--- src/rtl/tap_pkg.sv ---
// Shared TAP definitions: FSM state encoding, instruction opcodes and DR widths.
// TAP_IDCODE_EN enables the IDCODE instruction and its 32-bit ID register.
package tap_pkg;

  typedef enum logic [3:0] {
    ST_EXIT2_DR = 4'h0,
    ST_EXIT1_DR = 4'h1,
    ST_SHIFT_DR = 4'h2,
    ST_PAUSE_DR = 4'h3,
    ST_SEL_IR   = 4'h4,
    ST_UPD_DR   = 4'h5,
    ST_CAP_DR   = 4'h6,
    ST_SEL_DR   = 4'h7,
    ST_EXIT2_IR = 4'h8,
    ST_EXIT1_IR = 4'h9,
    ST_SHIFT_IR = 4'hA,
    ST_PAUSE_IR = 4'hB,
    ST_RTI      = 4'hC,
    ST_UPD_IR   = 4'hD,
    ST_CAP_IR   = 4'hE,
    ST_TLR      = 4'hF
  } tap_state_e;

  typedef enum logic [1:0] {
    SEL_BYPASS,
    SEL_IDCODE,
    SEL_GETTEST,
    SEL_READBIST
  } dr_sel_e;

  localparam logic [3:0] OP_BYPASS   = 4'hF;
  localparam logic [3:0] OP_IDCODE   = 4'h1;
  localparam logic [3:0] OP_GETTEST  = 4'h2;
  localparam logic [3:0] OP_RUNBIST  = 4'h3;
  localparam logic [3:0] OP_READBIST = 4'h4;

  localparam int BSR_W  = 10;
  localparam int BIST_W = 16;
  localparam int ID_W   = 32;

endpackage

--- src/rtl/tap_fsm.sv ---
// IEEE 1149.1 16-state TAP controller state machine, advanced by TMS on posedge TCK.
module tap_fsm
  import tap_pkg::*;
(
  input  logic       TCK,
  input  logic       TRST,
  input  logic       TMS,
  output tap_state_e state
);

  tap_state_e r_state;
  tap_state_e w_next;

  always_ff @(posedge TCK or negedge TRST) begin
    if (!TRST) r_state <= ST_TLR;
    else       r_state <= w_next;
  end

  always_comb begin
    w_next = r_state;
    unique case (r_state)
      ST_TLR:      w_next = TMS ? ST_TLR      : ST_RTI;
      ST_RTI:      w_next = TMS ? ST_SEL_DR   : ST_RTI;
      ST_SEL_DR:   w_next = TMS ? ST_SEL_IR   : ST_CAP_DR;
      ST_CAP_DR:   w_next = TMS ? ST_EXIT1_DR : ST_SHIFT_DR;
      ST_SHIFT_DR: w_next = TMS ? ST_EXIT1_DR : ST_SHIFT_DR;
      ST_EXIT1_DR: w_next = TMS ? ST_UPD_DR   : ST_PAUSE_DR;
      ST_PAUSE_DR: w_next = TMS ? ST_EXIT2_DR : ST_PAUSE_DR;
      ST_EXIT2_DR: w_next = TMS ? ST_UPD_DR   : ST_SHIFT_DR;
      ST_UPD_DR:   w_next = TMS ? ST_SEL_DR   : ST_RTI;
      ST_SEL_IR:   w_next = TMS ? ST_TLR      : ST_CAP_IR;
      ST_CAP_IR:   w_next = TMS ? ST_EXIT1_IR : ST_SHIFT_IR;
      ST_SHIFT_IR: w_next = TMS ? ST_EXIT1_IR : ST_SHIFT_IR;
      ST_EXIT1_IR: w_next = TMS ? ST_UPD_IR   : ST_PAUSE_IR;
      ST_PAUSE_IR: w_next = TMS ? ST_EXIT2_IR : ST_PAUSE_IR;
      ST_EXIT2_IR: w_next = TMS ? ST_UPD_IR   : ST_SHIFT_IR;
      ST_UPD_IR:   w_next = TMS ? ST_SEL_DR   : ST_RTI;
      default:     w_next = ST_TLR;
    endcase
  end

  assign state = r_state;

endmodule

--- src/rtl/tap_controller.sv ---
// TAP controller top: instruction register, data registers, decode and TDO mux.
// TAP_IDCODE_EN adds the IDCODE instruction, 32-bit ID register and IDCODE reset IR.
module tap_controller
  import tap_pkg::*;
#(
  parameter int              IR_WIDTH     = 4,
  parameter logic [ID_W-1:0] IDCODE_VALUE = 32'h1000_0001
) (
  input  logic              TCK,
  input  logic              TRST,
  input  logic              TMS,
  input  logic              TDI,
  output logic              TDO,
  input  logic [BIST_W-1:0] BIST_DATA,
  output logic              TLR,
  output logic              UPDATEDR,
  output logic              GETTEST_SELECT,
  output logic              RUNBIST_SELECT,
  output logic [BSR_W-1:0]  BSR
);

`ifdef TAP_IDCODE_EN
  localparam logic [IR_WIDTH-1:0] IR_RESET = IR_WIDTH'(OP_IDCODE);
`else
  localparam logic [IR_WIDTH-1:0] IR_RESET = {IR_WIDTH{1'b1}};
`endif
  localparam logic [IR_WIDTH-1:0] IR_CAPTURE = {{(IR_WIDTH-1){1'b0}}, 1'b1};

  tap_state_e          w_state;
  dr_sel_e             w_sel;
  logic                w_ir_rst;
  logic                w_to_upd_dr;
  logic                w_tdo;

  logic [IR_WIDTH-1:0] r_ir_sr;
  logic [IR_WIDTH-1:0] r_ir;
  logic                r_byp;
  logic [BSR_W-1:0]    r_bsr_sr;
  logic [BSR_W-1:0]    r_bsr;
  logic [BIST_W-1:0]   r_bist_sr;
`ifdef TAP_IDCODE_EN
  logic [ID_W-1:0]     r_id_sr;
`endif

  tap_fsm u_fsm (
    .TCK   (TCK),
    .TRST  (TRST),
    .TMS   (TMS),
    .state (w_state)
  );

  // The only TMS-driven entry into Test-Logic-Reset is from Select-IR-Scan.
  assign w_ir_rst    = (w_state == ST_TLR) || ((w_state == ST_SEL_IR) && TMS);
  assign w_to_upd_dr = ((w_state == ST_EXIT1_DR) || (w_state == ST_EXIT2_DR)) && TMS;

  always_comb begin
    w_sel = SEL_BYPASS;
`ifdef TAP_IDCODE_EN
    if (r_ir == IR_WIDTH'(OP_IDCODE))   w_sel = SEL_IDCODE;
`endif
    if (r_ir == IR_WIDTH'(OP_GETTEST))  w_sel = SEL_GETTEST;
    if (r_ir == IR_WIDTH'(OP_READBIST)) w_sel = SEL_READBIST;
  end

  always_ff @(posedge TCK or negedge TRST) begin
    if (!TRST) begin
      r_ir_sr <= '0;
      r_ir    <= IR_RESET;
    end else begin
      if (w_state == ST_CAP_IR)        r_ir_sr <= IR_CAPTURE;
      else if (w_state == ST_SHIFT_IR) r_ir_sr <= {TDI, r_ir_sr[IR_WIDTH-1:1]};
      if (w_ir_rst)                    r_ir    <= IR_RESET;
      else if (w_state == ST_UPD_IR)   r_ir    <= r_ir_sr;
    end
  end

  always_ff @(posedge TCK or negedge TRST) begin
    if (!TRST) begin
      r_byp     <= 1'b0;
      r_bsr_sr  <= '0;
      r_bist_sr <= '0;
    end else begin
      if (w_sel == SEL_BYPASS) begin
        if (w_state == ST_CAP_DR)        r_byp <= 1'b0;
        else if (w_state == ST_SHIFT_DR) r_byp <= TDI;
      end
      if (w_sel == SEL_GETTEST) begin
        if (w_state == ST_CAP_DR)        r_bsr_sr <= r_bsr;
        else if (w_state == ST_SHIFT_DR) r_bsr_sr <= {TDI, r_bsr_sr[BSR_W-1:1]};
      end
      if (w_sel == SEL_READBIST) begin
        if (w_state == ST_CAP_DR)        r_bist_sr <= BIST_DATA;
        else if (w_state == ST_SHIFT_DR) r_bist_sr <= {TDI, r_bist_sr[BIST_W-1:1]};
      end
    end
  end

`ifdef TAP_IDCODE_EN
  always_ff @(posedge TCK or negedge TRST) begin
    if (!TRST) begin
      r_id_sr <= '0;
    end else if (w_sel == SEL_IDCODE) begin
      if (w_state == ST_CAP_DR)        r_id_sr <= IDCODE_VALUE;
      else if (w_state == ST_SHIFT_DR) r_id_sr <= {TDI, r_id_sr[ID_W-1:1]};
    end
  end
`endif

  // BSR updates on the edge into Update-DR so it is already new while UPDATEDR is high.
  always_ff @(posedge TCK or negedge TRST) begin
    if (!TRST)                                     r_bsr <= '0;
    else if (w_to_upd_dr && (w_sel == SEL_GETTEST)) r_bsr <= r_bsr_sr;
  end

  always_comb begin
    w_tdo = 1'b0;
    if (w_state == ST_SHIFT_IR) begin
      w_tdo = r_ir_sr[0];
    end else if (w_state == ST_SHIFT_DR) begin
      unique case (w_sel)
        SEL_GETTEST:  w_tdo = r_bsr_sr[0];
        SEL_READBIST: w_tdo = r_bist_sr[0];
`ifdef TAP_IDCODE_EN
        SEL_IDCODE:   w_tdo = r_id_sr[0];
`endif
        default:      w_tdo = r_byp;
      endcase
    end
  end

  assign TDO            = w_tdo;
  assign TLR            = (w_state == ST_TLR);
  assign UPDATEDR       = (w_state == ST_UPD_DR);
  assign GETTEST_SELECT = (r_ir == IR_WIDTH'(OP_GETTEST));
  assign RUNBIST_SELECT = (r_ir == IR_WIDTH'(OP_RUNBIST));
  assign BSR            = r_bsr;

endmodule

--- config.mk ---
export PLATFORM = sky130hd
export DESIGN_NAME = tap_controller
export DESIGN_NICKNAME = d
export VERILOG_FILES = /design/src/rtl/tap_pkg.sv /design/src/rtl/tap_fsm.sv /design/src/rtl/tap_controller.sv
export SDC_FILE = /design/constraint.sdc
export NUM_CORES = 1
export LEC_CHECK = 0
export BUFFER_PORTS_ARGS = -buffer_cell sky130_fd_sc_hd__buf_2
export CAP_MARGIN = 20
export CORE_MARGIN = 2
export CORE_UTILIZATION = 50
export CTS_CLUSTER_DIAMETER = 80
export DETAILED_ROUTE_END_ITERATION = 12
export GPL_TIMING_DRIVEN = 1
export HOLD_SLACK_MARGIN = 0.08
export PLACE_DENSITY_LB_ADDON = 0.08
export SETUP_SLACK_MARGIN = 0.3
export SYNTH_ARGS = -nofsm -noshare
export SYNTH_HDL_FRONTEND = slang
export SYNTH_SLANG_ARGS = --single-unit
--- constraint.sdc ---
create_clock -name TCK -period 2.2 [get_ports TCK]
set_clock_uncertainty 0.15 [all_clocks]
set_input_delay 0.44 -clock TCK [delete_from_list [all_inputs] [get_ports TCK]]
set_output_delay 0.44 -clock TCK [all_outputs]
set_load 0.01 [all_outputs]
* Word level (Yosys, flattened, before mapping)
Index checks and enable logic that the tools add are counted.
** Word-level totals
- Bits of input ports :: 20
- Flip-flop bits (word level) :: 49
- Logic and storage cells :: 71
- Memories :: 0
- Output and inout bits :: 15
- Memory bits (writable) :: 0
- Memory bits (read-only) :: 0
- Latch bits :: 0
** Operators by class
- Bitwise logic cells :: 0
- Eq/ne operators :: 20
- Div/mod/pow operators :: 0
- $mul :: 0
- Magnitude comparators :: 0
- Muxes and demuxes :: 28
- Add/subtract/negate cells :: 0
- Shift operators :: 0
- Reductions and logical operators :: 16
** Operators with widths (number)
- 4-bit case mux with 12 select lines :: 1
- 4-bit equality test (second input constant) :: 8
- 16-bit 2-to-1 mux :: 2
- 4-bit by 3-bit equality test with 1-bit output (second input constant) :: 5
- 10-bit 2-to-1 mux :: 2
- 4-bit 2-to-1 mux :: 5
- 4-bit by 2-bit equality test with 1-bit output (second input constant) :: 4
- 2-bit 2-to-1 mux :: 8
- 3-bit 2-to-1 mux :: 4
- 2-bit AND reduction :: 3
- 2-bit nonzero test :: 3
- 1-bit 2-to-1 mux :: 5
- 2-bit equality test (second input constant) :: 2
- 4-bit by 1-bit equality test with 1-bit output (second input constant) :: 1
- 4-bit logical NOT :: 1
- 2-bit OR reduction :: 2
- 1-bit logical AND :: 3
- 3-bit OR reduction :: 1
- 2-bit logical NOT :: 1
- 1-bit logical OR :: 2
- 1-bit case mux with 2 select lines :: 1

* Longest topological paths before layout
Gate-level depths: netlist (run 1).
- Word-level depth :: 7
- Mapped depth :: 6
- Mapped depth without buffers :: 3

* Cells and area by module
Synthesis (run 1) repeated with hierarchy kept, for this count alone.
** Second synthesis, totals
- Cells, all modules :: 193
- Area, all modules :: 2446.1 µm²
** Modules (own cells, without submodules)
- tap_controller :: area an instance 2248.4 µm², cells each 174, sequential area each 1131.1 µm², instances 1
- tap_fsm :: area an instance 197.7 µm², cells each 19, sequential area each 105.1 µm², instances 1

* Least setup slack after synthesis (run 1)
OpenSTA, ideal clock, no wires.
- Kind :: register to output
- Start point :: register u_fsm.r_state[3] (netlist: u_fsm.state[3])
- End point :: output port TDO
- Required time :: 1.610 ns
- Arrival time :: 1.439 ns
- Cell stages (with the launch flop) :: 5
- Path buffers :: 1
- Path slack :: 0.171 ns
- Cell sequence :: dfstp_2 -> buf_4 -> nand3b_1 -> or3b_1 -> o311ai_0
** Between the ends
- Word-level cells in the longest chain between the ends :: 3
- Elaborated cells between the ends (all ways) :: 4
- Classes of those cells :: 2 x eq/ne; 2 x mux
** Ends and longest elaborated chain
- from (decl) :: RTL line tap_fsm.sv:11 : tap_state_e r_state;
- from (signal assigned) :: RTL line tap_fsm.sv:16 : else r_state <= w_next;
- 4-bit by 2-bit equality test with 1-bit output :: RTL line tap_controller.sv:119 : end else if (w_state == ST_SHIFT_DR) begin
- 1-bit 2-to-1 mux :: RTL line tap_controller.sv:119
- 1-bit 2-to-1 mux (*) :: RTL line tap_controller.sv:117 : if (w_state == ST_SHIFT_IR) begin
- to (decl) :: RTL line tap_controller.sv:13 : output logic TDO,
Mark *: on every way between the ends. The rest lies on a longest branch, timed or not.

* Final worst setup path (run 1)
- Start point :: register u_fsm.r_state[1] (netlist: u_fsm.state[1])
- End point :: output port TDO
The elaborated chain is that of the path after synthesis.

==> results.tsv, run 1 <==
metric	value	unit
status	finished, final reports clean	
post-route-min-period	2200	ps
crit_cells	4	
grt_pass1_vias	1696	
hold_depth	2	
path_cells	nand3b_1 -> or3b_1 -> o311ai_2 -> buf_2	
grtUsageMet2	31.9	%
seq_area_frac_synth	50.7	%
final-hold-violation-count	0	
p_leak	1.54	nW
die_w	73.9	um
crit_type	reg2out	
grt_setup_unrepaired	yes	
cts_inserted_buffers	5	
dpl_cell_area	2710	um^2
insertedDiodeCount	0	
ys_warn_count	0	
numClockSinks	49	
syn_to_final_growth	32.6	%
globalplace.congestion	0.835	
grt_use_met1	26.3	%
final_cell_area	3230	um^2
cp_max_fo	3	
drt_drc_violations_left	0	
finalCritPeriodShare	99.8	%
finalPower	3.45	mW
max_freq	0.455	GHz
die_area	5450	um^2
gr-total-overflow	0	
avgSynthCellArea	12.7	um^2
htree_levels	2	
synthFlopType	dfrtp_1	
antenna_left	0	
initial_utilization	51.7	%
cp-start-kind	flop	
die_h	73.9	um
ff2ff_path_depth	7	
critPathSlowestCell	dfstp_2	
max-vdd-ir-drop	0.621	mV
dr.first_iter.drc_count	65	
yosysMostFrequentCell	dfrtp_1	
synth_edf_count	0	
synth.area.top_cells	dfrtp_1 (42%), mux2_2 (15%), dfstp_2 (8.6%), mux2_4 (6.2%), mux2i_1 (4.1%)	
synth-seq-cells	49	
grt_most_used_layer	met2	
syn_inst	192	
synth_top_cell_by_area	dfrtp_1	
syn_nets	212	
max_slew_margin	57.2	%
path_delay_family	flip-flops	
power_density	1070	nW/um^2
clkLatencyLatePin	300	ps
maxCapViolCount	0	
grt_max_degree	30	
num-nets-final	266	
synth-async-reset-ratio	100	%
synth_area	2440	um^2
cts_tree	built	
arrival	1610	ps
required	1610	ps
wl_per_cell	16.5	um
setup-tns-final	0	ps
crit_path_max_incr_delay	550	ps
vias	1705	
grt_first_pass_wirelength	8050	um
whs	203	ps
via_per_inst	5.45	
use_met3	4.12	%
worst_pin_slew	641	ps
finalCoreUtilization	68.5	%
hold_class	in2reg	
netlist_top_cells_count	dfrtp_1 (41), mux2_2 (32), nand2_1 (12)	
worstSetupEndpointType	output pin	
track_usage	19.5	%
yosysTopAreaCellShare	42.1	%
finalSetupViolCount	0	
dr.pass1.iters	4	
core-area	4720	um^2
final_layout_size_suffix_gt1_share	59.8	%
clockBufferDepth	2	
antenna_found_initial	0	
rows	25	
routed_wl	5170	um
slew_violations	0	
io_pins	35	
cp_num_buf_inv	1	
cts-root-buf	clkbuf_8	
numPortBuffers	34	
yosysUniqueCellTypes	42	
dp_hpwl	3300	um
clk_pin_slew_worst_paths	90	ps
report_power, final:
part           internal, mW  leakage (nW)  switching, mW
sequential             1.18         0.640          0.249
clock                 0.250        0.0443          0.279
combinational         0.812         0.852          0.673
total                  2.24          1.54           1.20
through the flow:
step,setup WS (ps),std cells
global route,-53.9,313
floorplan,243,192
finish,4.52,313
detailed placement,162,290
CTS,-15.6,308
global placement,234,290
logic make-up (layout without fill, tap and decap cells):
family          Yosys count  count (layout)  synth area share [%]
buf+inv                  14              68                  3.03
compound gates           40              40                  10.7
simple gates             36              36                  10.2
flops                    49              49                  50.7
xor+xnor                  1               1                 0.359
mux                      52              52                  25.0
layer usage:
metal	share of wire (%)	routed length (um)	up-vias
li1	-	-	814
met1	46	2380	854
met2	49	2560	33
met3	3.5	180	4
met4	1.1	59	0
met5	0	0	-
sequential cells by signal, indices dropped and copies added, names as in the netlist:
name,flops
r_byp,1
r_ir,4
u_fsm.state,4
BSR,10
r_bist_sr,16
r_bsr_sr,10
r_ir_sr,4
layout by cell type, fill, tap and decap left out, types with 2 or more instances in the layout:
| cell | n |
|---|---|
| o311ai_2 | 2 |
| nor2_1 | 4 |
| buf_6 | 5 |
| mux2_4 | 24 |
| nor2b_1 | 2 |
| buf_8 | 4 |
| mux2_2 | 18 |
| buf_2 | 34 |
| mux2i_4 | 3 |
| buf_4 | 15 |
| clkbuf_8 | 6 |
| a31oi_4 | 5 |
| a21oi_2 | 9 |
| o22a_1 | 4 |
| dfrtp_1 | 41 |
| nand3_1 | 2 |
| nand2_1 | 11 |
| dfstp_2 | 8 |
| mux2i_1 | 6 |
| a31oi_1 | 4 |
| nand2b_1 | 3 |
| a21oi_1 | 2 |
| o21ai_0 | 7 |
path summary, 6_finish.rpt:
check / from / endpoint / slack (ps)
max reg2reg: u_fsm.state[3] / r_bist_sr[0] / 150
min reg2reg: r_bist_sr[3] / r_bist_sr[3] / 370
max: u_fsm.state[1] / TDO / 5
max in group asynchronous: TRST / r_bist_sr[15] / 720
min: TMS / u_fsm.state[1] / 200
min in group asynchronous: TRST / r_byp / 550
layout make-up:
class | instances | area [um^2]
fillers | 332 | 1490
multi-input cells | 129 | 1390
flip-flops and latches | 49 | 1240
clock buffers | 7 | 86.3
well taps | 67 | 83.8
inverters | 1 | 3.75
repair buffers | 60 | 434
what timing repair did:
action                                  CTS  global route
pin swaps                                 2             6
buffers inserted                         10             4
hold endpoints to repair                 19             0
endpoints found under the setup margin   21            38
hold buffers                              1             0
gates cloned                              0             1
gates resized for setup                   4            56
No activity file was read; power rests on OpenSTA's default activity.
==> run 2: changes to the inputs <==
Settings changed: CORE_ASPECT_RATIO set to 1.25.
==> run 2 against run 1 <==
  * The flow now finishes with violations (setup timing)
  * Total power grew 4.1%
  * Combinational power is essentially flat
  * Global-route usage shrank 0.30 points
  * Sequential power about the same
  * Non-clock buffer count up 5
  * Clock power rose by 24%
  * Sequential share of layout area up 1.7 points
  * Utilization down 2.9 points
  * Design area is 4.2% lower
  * Critical path depth unchanged
  * Hold slack gained 37 ps
==> results.tsv, run 2 (synthesis results as in run 1) <==
metric	value	unit
switching_share	33.4	%
final-hold-violation-count	0	
hold_end	u_fsm.state[1]	
r2r-end	r_bist_sr[3]	
power_switching	1.20	mW
finalSetupViolCount	1	
final_cell_area	3100	um^2
max-vdd-ir-drop	0.574	mV
worstSetupEndpointType	output pin	
numPortBuffers	34	
numClockSinks	49	
drt_drc_violations_left	0	
post-route-min-period	2290	ps
cts-root-buf	clkbuf_8	
rows	28	
required	1610	ps
p_seq_share	39.2	%
grt_pass1_vias	1640	
cp-startpoint	u_fsm.state[1]	
worst_pin_slew	623	ps
cts_tree	built	
fin_ws	-90.5	ps
status	finished, violations left	
die_h	82.1	um
fillerInstances	370	
final_layout_size_suffix_gt1_share	53.6	%
largest-register	r_bist_sr	
ff2ff_path_depth	4	
final_cell_mix	dfrtp_1 (41), buf_2 (34), mux2_2 (26), buf_4 (21), mux2_4 (16)	
arrival	1700	ps
max_slew_margin	58.5	%
final_cells	312	
crit_type	reg2out	
hold_path_startpoint	TMS	
clk_pin_slew_worst_paths	90	ps
routed_wl	4970	um
power_density	1160	nW/um^2
hold_depth	2	
comb_power_share	42.5	%
grt_setup_unrepaired	yes	
grt_first_pass_wirelength	7870	um
num-nets-final	271	
internal-power	2.39	mW
violations	setup timing	
gr-total-overflow	0	
p_clk_share	18.3	%
largest_reg_flops	16	
antenna_left	0	
insertedDiodeCount	0	
via_per_inst	5.46	
finalCritPeriodShare	104	%
antenna_found_initial	0	
final_common_cell	dfrtp_1	
die_w	66.5	um
globalplace.congestion	0.788	
vias	1705	
dr.pass1.iters	4	
track_usage	19.2	%
finalPower	3.59	mW
dpl_cell_area	2720	um^2
cp_max_fo	4	
maxCapViolCount	0	
syn_to_final_growth	27.0	%
worstReg2RegStart	u_fsm.state[1]	
htree_levels	2	
cts_inserted_buffers	5	
clockBufferDepth	2	
clkLatencyLatePin	310	ps
initial_utilization	51.6	%
io_pins	35	
reg2reg_slack	240	ps
grt_max_degree	26	
p_leak	1.58	nW
hold_class	in2reg	
dr.first_iter.drc_count	38	
wl_per_cell	15.9	um
dp_cells	283	
cp-start-kind	flop	
slew_violations	0	
die_area	5460	um^2
max_freq	0.437	GHz
dp_hpwl	3160	um
setup-tns-final	-90.5	ps
core-area	4730	um^2
## run 2: changes by cell type in the layout (fill, tap and decap cells not counted), sizes merged
cell	delta
buf	+6
clkbuf	-3
bufinv	+1
clkinv	+1
clkinvlp	+1
## run 2: final cells by class
class	instances	area (um^2)	share of cell area, %
sequential	49	1240	39.9
multi-input combinational	129	1220	39.3
timing repair buffer	65	452	14.6
tap	60	75.1	2.42
clock buffer	5	68.8	2.22
clock inverter	3	46.3	1.49
inverter	1	3.75	0.121
## run 2: critical path, cell delays in order (launching register included)
cell	delay, ps
dfstp_2	570
nor3b_4	290
nand2_1	110
o311ai_2	260
buf_2	170
## run 2: worst max path at each step
stage | end | slack (ps) | cells past startpoint
floorplan | TDO | 240 | 4
global placement | TDO | 250 | 4
detailed placement | TDO | 210 | 4
global route | TDO | -150 | 4
CTS | TDO | -100 | 4
finish | TDO | -90 | 4
## run 2: what timing repair did
action	4_1_cts	5_1_grt
hold endpoints to repair	24	0
setup buffers	9	11
resized for setup	6	19
hold buffers	1	0
endpoints found under the setup margin	5	13
pin swaps	1	5
## run 2: power by group through the flow
stage	combinational [mW]	sequential, mW	clock (mW)
after global routing	1.65	1.44	0.704
after detailed placement	1.09	1.44	0
after global placement	1.06	1.42	0
final	1.52	1.41	0.657
after CTS	1.26	1.41	0.667
after floorplan	0.914	1.34	0
## run 2: layer usage
metal / up-vias / wire length (um) / global-route usage (%)
met1: 840 / 2140 / 23.8
met3: 7 / 191 / 3.93
met5: - / 0 / 0
met2: 36 / 2580 / 32.9
met4: 0 / 63 / 7.35
li1: 822 / - / -
## run 2: metrics by stage
| stage | util, % | setup slack [ps] | hold slack [ps] |
|---|---|---|---|
| 3_5_place_dp | 57.4 | 212 | 341 |
| 4_1_cts | 61.9 | -97.3 | 215 |
| 2_1_floorplan | - | 243 | -5.59 |
| 5_1_grt | 65.5 | -147 | 236 |
| 3_3_place_gp | 57.4 | 252 | 316 |
| 6_report | 65.5 | -90.5 | 240 |
==> run 3: changes to the inputs <==
Settings changed: SYNTH_HIERARCHICAL set to 1.
==> run 3 against run 2 <==
  * The run now ends clean
  * Synthesized area up 0.26%
  * Synthesized cell count up 0.52%
  * Sequential share of layout area up 0.70 points
  * Register-to-register slack better by 50 ps
  * Critical path type unchanged
  * Largest power group unchanged
  * Highest routed layer unchanged
==> results.tsv, run 3 <==
metric	value	unit
grtUsageMet2	35.3	%
syn_inst	193	
hold_depth	4	
antenna_left	0	
rows	28	
largest_reg_flops	16	
max_slew_margin	77.8	%
slew_violations	0	
synth_area	2450	um^2
seq_area_frac_synth	50.5	%
final-hold-violation-count	0	
use_met3	3.79	%
syn_nets	213	
hold_path_startpoint	BIST_DATA[15]	
yosysMostFrequentCell	dfrtp_1	
max_freq	0.477	GHz
numPortBuffers	34	
grt_most_used_layer	met2	
maxCapViolCount	0	
reg2reg_slack	290	ps
post-route-min-period	2100	ps
globalplace.congestion	0.745	
dp_hpwl	3210	um
hold_class	in2reg	
synth-async-reset-ratio	100	%
finalSetupViolCount	0	
antenna_found_initial	0	
num-nets-final	269	
max-vdd-ir-drop	0.609	mV
wl_per_cell	16.6	um
largest-register	r_bist_sr	
synth_edf_count	0	
dr.first_iter.drc_count	88	
crit_type	reg2out	
r2r-end	BSR[0]	
clkLatencyLatePin	310	ps
final_cell_mix	dfrtp_1 (41), buf_2 (34), mux2_2 (31), buf_4 (19), nand2_1 (11)	
synthFlopType	dfrtp_1	
drt_drc_violations_left	0	
cts-root-buf	clkbuf_8	
htree_levels	2	
core-area	4730	um^2
cp_max_fo	5	
avgSynthCellArea	12.7	um^2
netlist_top_cells_count	dfrtp_1 (41), mux2_2 (31), nand2_1 (12)	
final_common_cell	dfrtp_1	
power_density	1190	nW/um^2
clockBufferDepth	2	
synth.area.top_cells	dfrtp_1 (42%), mux2_2 (14%), dfstp_2 (8.6%), mux2_4 (6.1%), mux2i_1 (4.1%)	
finalCritPeriodShare	95.4	%
synth_top_cell_by_area	dfrtp_1	
dr.pass1.iters	4	
routed_wl	5160	um
cp-start-kind	flop	
grt_pass1_vias	1806	
die_area	5470	um^2
die_h	82.2	um
required	1610	ps
clk_pin_slew_worst_paths	90	ps
initial_utilization	51.7	%
worst_pin_slew	332	ps
final_layout_size_suffix_gt1_share	52.0	%
worstReg2RegStart	r_ir[2]	
numClockSinks	49	
yosysTopAreaCellShare	41.9	%
ys_warn_count	6	
hold_end	r_bist_sr[15]	
die_w	66.6	um
track_usage	20.3	%
cts_tree	built	
io_pins	35	
setup-tns-final	0	ps
finalPower	3.61	mW
syn_to_final_growth	24.5	%
worstSetupEndpointType	output pin	
grt_use_met1	25.3	%
gr-total-overflow	0	
status	finished, final reports clean	
yosysUniqueCellTypes	40	
grt_setup_unrepaired	yes	
grt_max_degree	50	
synth-seq-cells	49	
grt_first_pass_wirelength	8500	um
vias	1718	
via_per_inst	5.54	
arrival	1510	ps
p_leak	1.56	nW
ff2ff_path_depth	6	
cts_inserted_buffers	5	
insertedDiodeCount	0	
run 3: metal layers:
layer	wire length (um)	vias to the layer above
met1	2260	856
met2	2670	31
met4	65	0
met5	0	-
li1	-	825
met3	158	6
run 3: worst max-delay path by stage:
| stage | startpoint | to | depth (start not counted) |
|---|---|---|---|
| finish | r_ir[2] | TDO | 4 |
| detailed placement | u_fsm/state[1] | r_bist_sr[12] | 3 |
| global route | r_ir[2] | TDO | 4 |
| floorplan | u_fsm/state[2] | TDO | 5 |
| global placement | u_fsm/state[1] | TDO | 4 |
| CTS | r_ir[2] | TDO | 4 |
run 3: what timing repair did:
action / in CTS / in global routing
setup endpoints to repair: 21 / 11
pin swaps: 4 / 5
resized for setup: 6 / 7
endpoints found under the hold margin: 41 / 0
gates cloned: 0 / 1
buffers inserted: 18 / 1
hold buffers: 1 / 0
run 3: cells by family after synthesis:
| family | synth area share (%) |
|---|---|
| AO/OA/AOI/OAI | 9.98 |
| XOR/XNOR | 0.358 |
| flip-flops | 50.5 |
| buffers and inverters | 2.86 |
| AND/OR/NAND/NOR | 11.8 |
| multiplexers | 24.5 |
run 3: stage by stage:
step / util, % / worst slack, ps / std cells / instance area, um^2 / hold slack [ps]
6_report: 64.4 / 102 / 310 / 3050 / 337
3_3_place_gp: 57.0 / 247 / 281 / 2700 / 292
3_5_place_dp: 57.0 / 200 / 281 / 2700 / 297
5_1_grt: 64.4 / 52.1 / 310 / 3050 / 333
2_1_floorplan: - / 347 / 193 / 2450 / -5.59
4_1_cts: 63.3 / 98.0 / 308 / 2990 / 296
run 3: area by class of cell:
cell class,instances,area (um^2)
Tap cell,60,75.1
Timing Repair Buffer,59,405
Inverter,3,11.3
Fill cell,378,1680
Sequential cell,49,1240
Clock buffer,5,68.8
Clock inverter,3,43.8
Multi-Input combinational cell,131,1200
run 3: worst max-delay path, stage by stage, from the launching register on:
cell and delay, ps:
dfstp_2 580, and3b_1 190, o2111ai_1 190, nand3_1 100, buf_2 150
run 3: power by group:
group	leakage (nW)	internal (mW)	switching, mW	total [mW]
registers	0.641	1.21	0.246	1.46
logic	0.859	0.811	0.691	1.50
clock network	0.0585	0.341	0.306	0.647
